**src/rtl/hack_pkg.sv**
```systemverilog
// Shared definitions for the Hack control sequencer: FSM states and
// instruction-word field positions.
package hack_pkg;

    typedef enum logic [2:0] {
        FETCH  = 3'd0,
        DECODE = 3'd1,
        MEMRD  = 3'd2,
        EXEC   = 3'd3,
        WRITE  = 3'd4
    } state_t;

    localparam int CI_BIT  = 15;
    localparam int A_BIT   = 12;
    localparam int COMP_HI = 11;
    localparam int COMP_LO = 6;
    localparam int DEST_A  = 5;
    localparam int DEST_D  = 4;
    localparam int DEST_M  = 3;
    localparam int JLT     = 2;
    localparam int JEQ     = 1;
    localparam int JGT     = 0;

    function automatic logic [5:0] comp_bits(input logic [15:0] ir);
        return ir[COMP_HI:COMP_LO];
    endfunction

endpackage

```
**src/rtl/hack_jump_eval.sv**
```systemverilog
// Flag generation and jump decision from the ALU result and the three
// jump bits of a C-instruction.
module hack_jump_eval
    import hack_pkg::*;
#(
    parameter int DW = 16
) (
    input  logic [DW-1:0] alu_out,
    input  logic [2:0]    jmp,
    output logic          zr,
    output logic          ng,
    output logic          taken
);

    assign zr    = (alu_out == '0);
    assign ng    = alu_out[DW-1];
    assign taken = (jmp[JLT] & ng) | (jmp[JEQ] & zr) | (jmp[JGT] & ~zr & ~ng);

endmodule

```
**src/rtl/hack_ctrl_seq.sv**
```systemverilog
// Multi-cycle Hack sequencer: fetches and decodes instructions, drives an
// external ALU, and owns the A, D and PC registers.
module hack_ctrl_seq
    import hack_pkg::*;
#(
    parameter int AW = 15,
    parameter int DW = 16
) (
    input  logic          clk,
    input  logic          rst,
    output logic          imem_req,
    output logic [AW-1:0] imem_addr,
    input  logic          imem_valid,
    input  logic [DW-1:0] imem_data,
    output logic          dmem_rd,
    output logic          dmem_wr,
    output logic [AW-1:0] dmem_addr,
    output logic [DW-1:0] dmem_wdata,
    input  logic          dmem_rvalid,
    input  logic [DW-1:0] dmem_rdata,
    output logic [DW-1:0] X,
    output logic [DW-1:0] Y,
    output logic          zx,
    output logic          nx,
    output logic          zy,
    output logic          ny,
    output logic          f,
    output logic          no,
    input  logic [DW-1:0] ALU_OUT,
    output logic          retire
);

    state_t        state_reg;
    logic [AW-1:0] pc_reg;
    logic [DW-1:0] a_reg;
    logic [DW-1:0] d_reg;
    logic [DW-1:0] ir_reg;
    logic [DW-1:0] mdr_reg;
    logic [DW-1:0] res_reg;
    logic [AW-1:0] waddr_reg;
    logic          imem_req_reg;
    logic          dmem_rd_reg;
    logic          dmem_wr_reg;
    logic          retire_reg;
    logic [5:0]    alu_ctrl_reg;

    logic zr;
    logic ng;
    logic taken;
    logic unused_flags;

    hack_jump_eval #(.DW(DW)) u_jump (
        .alu_out (ALU_OUT),
        .jmp     (ir_reg[JLT:JGT]),
        .zr      (zr),
        .ng      (ng),
        .taken   (taken)
    );

    // The flags only matter through the jump decision.
    assign unused_flags = zr ^ ng;

    always_ff @(posedge clk) begin
        if (rst) begin
            state_reg    <= FETCH;
            pc_reg       <= '0;
            a_reg        <= '0;
            d_reg        <= '0;
            ir_reg       <= '0;
            mdr_reg      <= '0;
            res_reg      <= '0;
            waddr_reg    <= '0;
            imem_req_reg <= 1'b0;
            dmem_rd_reg  <= 1'b0;
            dmem_wr_reg  <= 1'b0;
            retire_reg   <= 1'b0;
            alu_ctrl_reg <= '0;
        end else begin
            retire_reg  <= 1'b0;
            dmem_wr_reg <= 1'b0;
            case (state_reg)
                FETCH: begin
                    // A valid only counts once the request is actually on the bus.
                    if (imem_req_reg && imem_valid) begin
                        ir_reg       <= imem_data;
                        imem_req_reg <= 1'b0;
                        state_reg    <= DECODE;
                    end else begin
                        imem_req_reg <= 1'b1;
                    end
                end
                DECODE: begin
                    if (!ir_reg[CI_BIT]) begin
                        a_reg        <= ir_reg;
                        pc_reg       <= pc_reg + AW'(1);
                        retire_reg   <= 1'b1;
                        imem_req_reg <= 1'b1;
                        state_reg    <= FETCH;
                    end else if (ir_reg[A_BIT]) begin
                        dmem_rd_reg <= 1'b1;
                        state_reg   <= MEMRD;
                    end else begin
                        alu_ctrl_reg <= comp_bits(ir_reg);
                        state_reg    <= EXEC;
                    end
                end
                MEMRD: begin
                    if (dmem_rd_reg && dmem_rvalid) begin
                        mdr_reg      <= dmem_rdata;
                        dmem_rd_reg  <= 1'b0;
                        alu_ctrl_reg <= comp_bits(ir_reg);
                        state_reg    <= EXEC;
                    end
                end
                EXEC: begin
                    // Jump target and store address both use A as it was before writeback.
                    alu_ctrl_reg <= '0;
                    waddr_reg    <= a_reg[AW-1:0];
                    pc_reg       <= taken ? a_reg[AW-1:0] : pc_reg + AW'(1);
                    res_reg      <= ALU_OUT;
                    if (ir_reg[DEST_A]) begin
                        a_reg <= ALU_OUT;
                    end
                    if (ir_reg[DEST_D]) begin
                        d_reg <= ALU_OUT;
                    end
                    if (ir_reg[DEST_M]) begin
                        dmem_wr_reg <= 1'b1;
                        state_reg   <= WRITE;
                    end else begin
                        retire_reg   <= 1'b1;
                        imem_req_reg <= 1'b1;
                        state_reg    <= FETCH;
                    end
                end
                WRITE: begin
                    retire_reg   <= 1'b1;
                    imem_req_reg <= 1'b1;
                    state_reg    <= FETCH;
                end
                default: begin
                    imem_req_reg <= 1'b0;
                    dmem_rd_reg  <= 1'b0;
                    alu_ctrl_reg <= '0;
                    state_reg    <= FETCH;
                end
            endcase
        end
    end

    assign imem_req   = imem_req_reg;
    assign imem_addr  = pc_reg;
    assign dmem_rd    = dmem_rd_reg;
    assign dmem_wr    = dmem_wr_reg;
    assign dmem_addr  = (state_reg == WRITE) ? waddr_reg : a_reg[AW-1:0];
    assign dmem_wdata = res_reg;
    assign retire     = retire_reg;
    assign X          = d_reg;
    assign Y          = (ir_reg[CI_BIT] && ir_reg[A_BIT]) ? mdr_reg : a_reg;
    assign {zx, nx, zy, ny, f, no} = alu_ctrl_reg;

endmodule
```
**config.mk**
```make
export PLATFORM = sky130hd
export DESIGN_NAME = hack_ctrl_seq
export DESIGN_NICKNAME = d
export VERILOG_FILES = /design/src/rtl/hack_pkg.sv /design/src/rtl/hack_jump_eval.sv /design/src/rtl/hack_ctrl_seq.sv
export SDC_FILE = /design/constraint.sdc
export NUM_CORES = 1
export LEC_CHECK = 0
export ABC_AREA = 1
export CORE_MARGIN = 1
export CORE_UTILIZATION = 35
export DETAILED_ROUTE_END_ITERATION = 16
export PLACE_DENSITY_LB_ADDON = 0.15
export SYNTH_ARGS = -nofsm -noshare
export SYNTH_HDL_FRONTEND = slang
export SYNTH_HIERARCHICAL = 1
export SYNTH_SLANG_ARGS = --single-unit
export TNS_END_PERCENT = 1
```
**constraint.sdc**
```tcl
create_clock -name clk -period 1.65 [get_ports clk]
set_input_delay 0.33 -clock clk [delete_from_list [all_inputs] [get_ports clk]]
set_output_delay 0.33 -clock clk [all_outputs]
set_load 0.01 [all_outputs]
```
After elaboration in Yosys (flattened, before gate mapping)
Cells that the tools add are included. Widths: inputs -> output; s select.

Add/subtract/negate cells: 1. Eq/ne operators: 12. Muxes and demuxes: 30. Bitwise gates (word level): 12. Reduce and logical (&&, ||, !) cells: 18.

Operators with widths (number): $mux 16 (3); $mux 15 (3); $pmux 16 s2 (1); $pmux 15 s2 (1); $mux 6 (3); $pmux 6 s3 (1); $logic_not 16->1 (1); $ne 2x2->1 const B (8); $add 15x1->15 const B (1); $pmux 3 s4 (1); $mux 1 (10); $reduce_and 2->1 (5); $mux 3 (3); $reduce_and 4->1 (2); $eq 3x2->1 const B (2); $not 1->1 (6); $pmux 1 s3 (2); $reduce_and 3->1 (2); $pmux 1 s5 (1); $and 1x1->1 (4); $reduce_or 2->1 (2); $eq 3x1->1 const B (1); $eq 3x3->1 const B (1); $logic_and 1x1->1 (3); 5 further kinds (6).

Register bits after elaboration: 123. Bits of input ports: 52. Output and inout port bits: 88. Word-level logic and storage cells: 86.

Longest topological paths before layout
Depth in word-level cells: 7. Depth in mapped cells: 12. Gate-level depth less buffers: 11.

Cells and area by module
The synthesis kept the hierarchy.

By module, submodules not included: hack_ctrl_seq (times used 1, cells an instance 716, area an instance 5286.3 um^2, sequential area each 2462.4 um^2); hack_jump_eval (times used 1, cells an instance 23, area an instance 112.6 um^2, sequential area each 0.0 um^2).

Worst setup path after synthesis
Ideal clock, no wire load.

Path kind: register -> output. Start: reg state_reg[1]. End: out dmem_addr[10]. Arrival: 1233 ps. Required time: 1320 ps. Path slack: 87 ps. Cell stages (with the launch flop): 5. Path buffers: 1. Path through: dfxtp_1 -> nor2_1 -> nand2_1 -> buf_2 -> mux2_2.

Longest elaborated chain between the ends: 2.

Ends and longest elaborated chain: from (decl) (line hack_ctrl_seq.sv:33) `state_t state_reg;`; from (signal assigned) (line hack_ctrl_seq.sv:65) `state_reg <= FETCH;`; from (signal assigned) (line hack_ctrl_seq.sv:87) `state_reg <= DECODE;`; from (signal assigned) (line hack_ctrl_seq.sv:98) `state_reg <= FETCH;`; $eq 3x3->1 (line hack_ctrl_seq.sv:155) `assign dmem_addr = (state_reg == WRITE) ? waddr_reg : a_reg[AW-1:0];`; $mux 15 (line hack_ctrl_seq.sv:155); to (decl) (line hack_ctrl_seq.sv:17) `output logic [AW-1:0] dmem_addr,`.

Every way passes these cells.

Final worst setup path
Start: reg state_reg[0]. End: out dmem_addr[0].

Same word-level chain as after synthesis.

==> impl_metrics.py <==
metrics = {
    "synthesis": {
        "avgSynthCellArea_sq_um": 7.310,
        "syn_inst": 737,
        "syn-num-nets": 790,
        "synthesis.area_sq_mm": 0.005388,
        "yosysWarnings": 6,
    },
    "setup_path": {
        "arrival_ns": 1.54,
        "endpoint_kind": "output pin",
        "cp-start-kind": "register",
        "critPathMaxFanout": 10,
        "reg2reg_slack_ns": 0.06,
        "rr_startpoint": "state_reg[0]",
        "r2r-end": "a_reg[8]",
        "required_ns": 1.32,
        "crit_type": "reg2out",
        "ff2ff_path_depth": 8,
    },
    "sta": {
        "whs_ns": 0.3225,
        "finalSetupViolCount": 18,
        "setup_tns_ns": -2.930,
        "slew_headroom_pct": 66.31,
        "rsz0062_at_grt": "true",
        "tightest_slew_ns": 0.5054,
        "clock.fmax_mhz": 535.9,
        "fin_crit_ns": 1.866,
        "fin_crit_sh_pct": 113.1,
        "drv_slew": 0,
        "hold_violations": 0,
        "fin_ws_ns": -0.2162,
        "finalClockSkew_ns": 0.007885,
    },
    "detailed_routing": {
        "drt_iter0_drc": 456,
        "vias": 5606,
        "drtPass1Iterations": 5,
        "viasPerCell": 5.023,
        "ant_nets": 0,
        "wl_um": 17430,
        "drc_errors": 0,
        "wire_per_inst_um": 15.62,
    },
    "grt": {
        "grt_max_degree": 49,
        "grt_pass1_wl_um": 27970,
        "grt_pass1_vias": 5504,
        "gr-total-overflow": 0,
        "grtUsageTotal_pct": 22.41,
        "antenna_found_initial": 0,
    },
    "clock_network": {
        "htree_levels": 4,
        "cts_hold_buf": 0,
        "clockBufferDepth": 2,
        "clk_pin_slew_worst_paths_ns": 0.05,
        "cts_root_buf": "clkbuf_16",
        "tritoncts": "yes",
        "numCtsBuffers": 17,
        "clock_latency_ns": 0.41,
        "cts.sinks": 123,
    },
    "floorplan": {
        "start_util_pct": 36.52,
        "num_io_pins": 140,
        "row_count": 44,
        "die-height_um": 126.1,
        "dieArea_sq_mm": 0.01589,
        "die_w_um": 126.1,
        "core-area_sq_mm": 0.01475,
    },
    "power": {
        "power_per_cell_area_mw_per_mm2": 1023,
        "ir_worst_vdd_mv": 0.7849,
        "leakage_uw": 0.003727,
    },
    "layout": {
        "nets": 972,
        "final_cell_mix": "131 x nand2_1, 112 x dfxtp_1, 84 x a21oi_1",
        "n_antenna_cell": 0,
        "stdcell_count": 1116,
        "layout_commonest_cell": "nand2_1",
        "drive_above_1_share_pct": 20.49,
        "syn_to_final_growth_pct": 50.72,
    },
    "hold_path": {
        "hold_path_class": "in2reg",
        "hold_end": "ir_reg[0]",
        "min_from": "rst",
        "hold_depth": 4,
    },
    "place": {
        "dp_hpwl_um": 12810,
        "pre_cts_slack_ns": -0.3870,
        "io_buffers": 139,
        "dp_cells": 1081,
        "finalWeightedCongestion": 0.8500,
    },
    "flow_run": {
        "drv_cap": 0,
    },
    "status": {
        "status": "complete, but fails checks",
        "violations": "setup timing",
    },
}
[worst max path at each step]
stage               slack [ns]  cells after the start         start       endpoint
finish                   -0.22                      5  state_reg[0]   dmem_addr[0]
global route             -0.27                      5  state_reg[0]   dmem_addr[0]
CTS                      -0.23                      5  state_reg[1]   dmem_addr[2]
detailed placement       -0.39                     13    ALU_OUT[9]   imem_addr[3]
global placement         -0.36                     12    ALU_OUT[9]  imem_addr[12]
floorplan                 0.09                      4  state_reg[1]  dmem_addr[10]
[area by class of cell]
cell class,instances,area (sq um)
Clock inverter,7,110.1
Clock buffer,25,505.5
Sequential cell,123,2476
Multi-Input combinational cell,520,2634
Tap cell,184,230.2
Fill cell,1445,6634
Timing Repair Buffer,208,1976
Inverter,49,188.9
[layer usage]
layer | vias to the layer above | track usage (%) | wire, um | part of all wire [%]
met5 | - | 0 | 0 | 0
met3 | 20 | 4.928 | 829 | 4.8
li1 | 2831 | - | - | -
met2 | 156 | 38.45 | 8562 | 49
met1 | 2599 | 27.59 | 7757 | 44
met4 | 0 | 7.796 | 285 | 1.6
[critical path, cell delays in order (launching register included)]
cell and delay [ns]:
dfxtp_2 0.33, nor2_4 0.13, nand2_4 0.08, buf_12 0.15
mux2_2 0.29, buf_2 0.14
[metrics by stage]
stage                     cell area [sq um]  util [%]  power (uW)
final                                  8120     55.04        8311
after floorplan                        5388         -        3807
after global placement                 7356     49.86        4527
after global routing                   8120     55.04        8632
after CTS                              7953     53.90        8347
after detailed placement               7356     49.86        4539
[what timing repair did]
item                       4_1_cts  5_1_grt
setup buffers                    1        1
gates resized for setup        193       52
setup endpoints to repair       50       79
hold endpoints to repair         0        0
pin swaps                        2       10
cloned                           1        0
[report_power, final]
part	internal [uW]	switching [uW]
registers	3110	150
logic	582	627
clock network	2570	1280
Note: power is estimated with default switching activity, not from simulation.
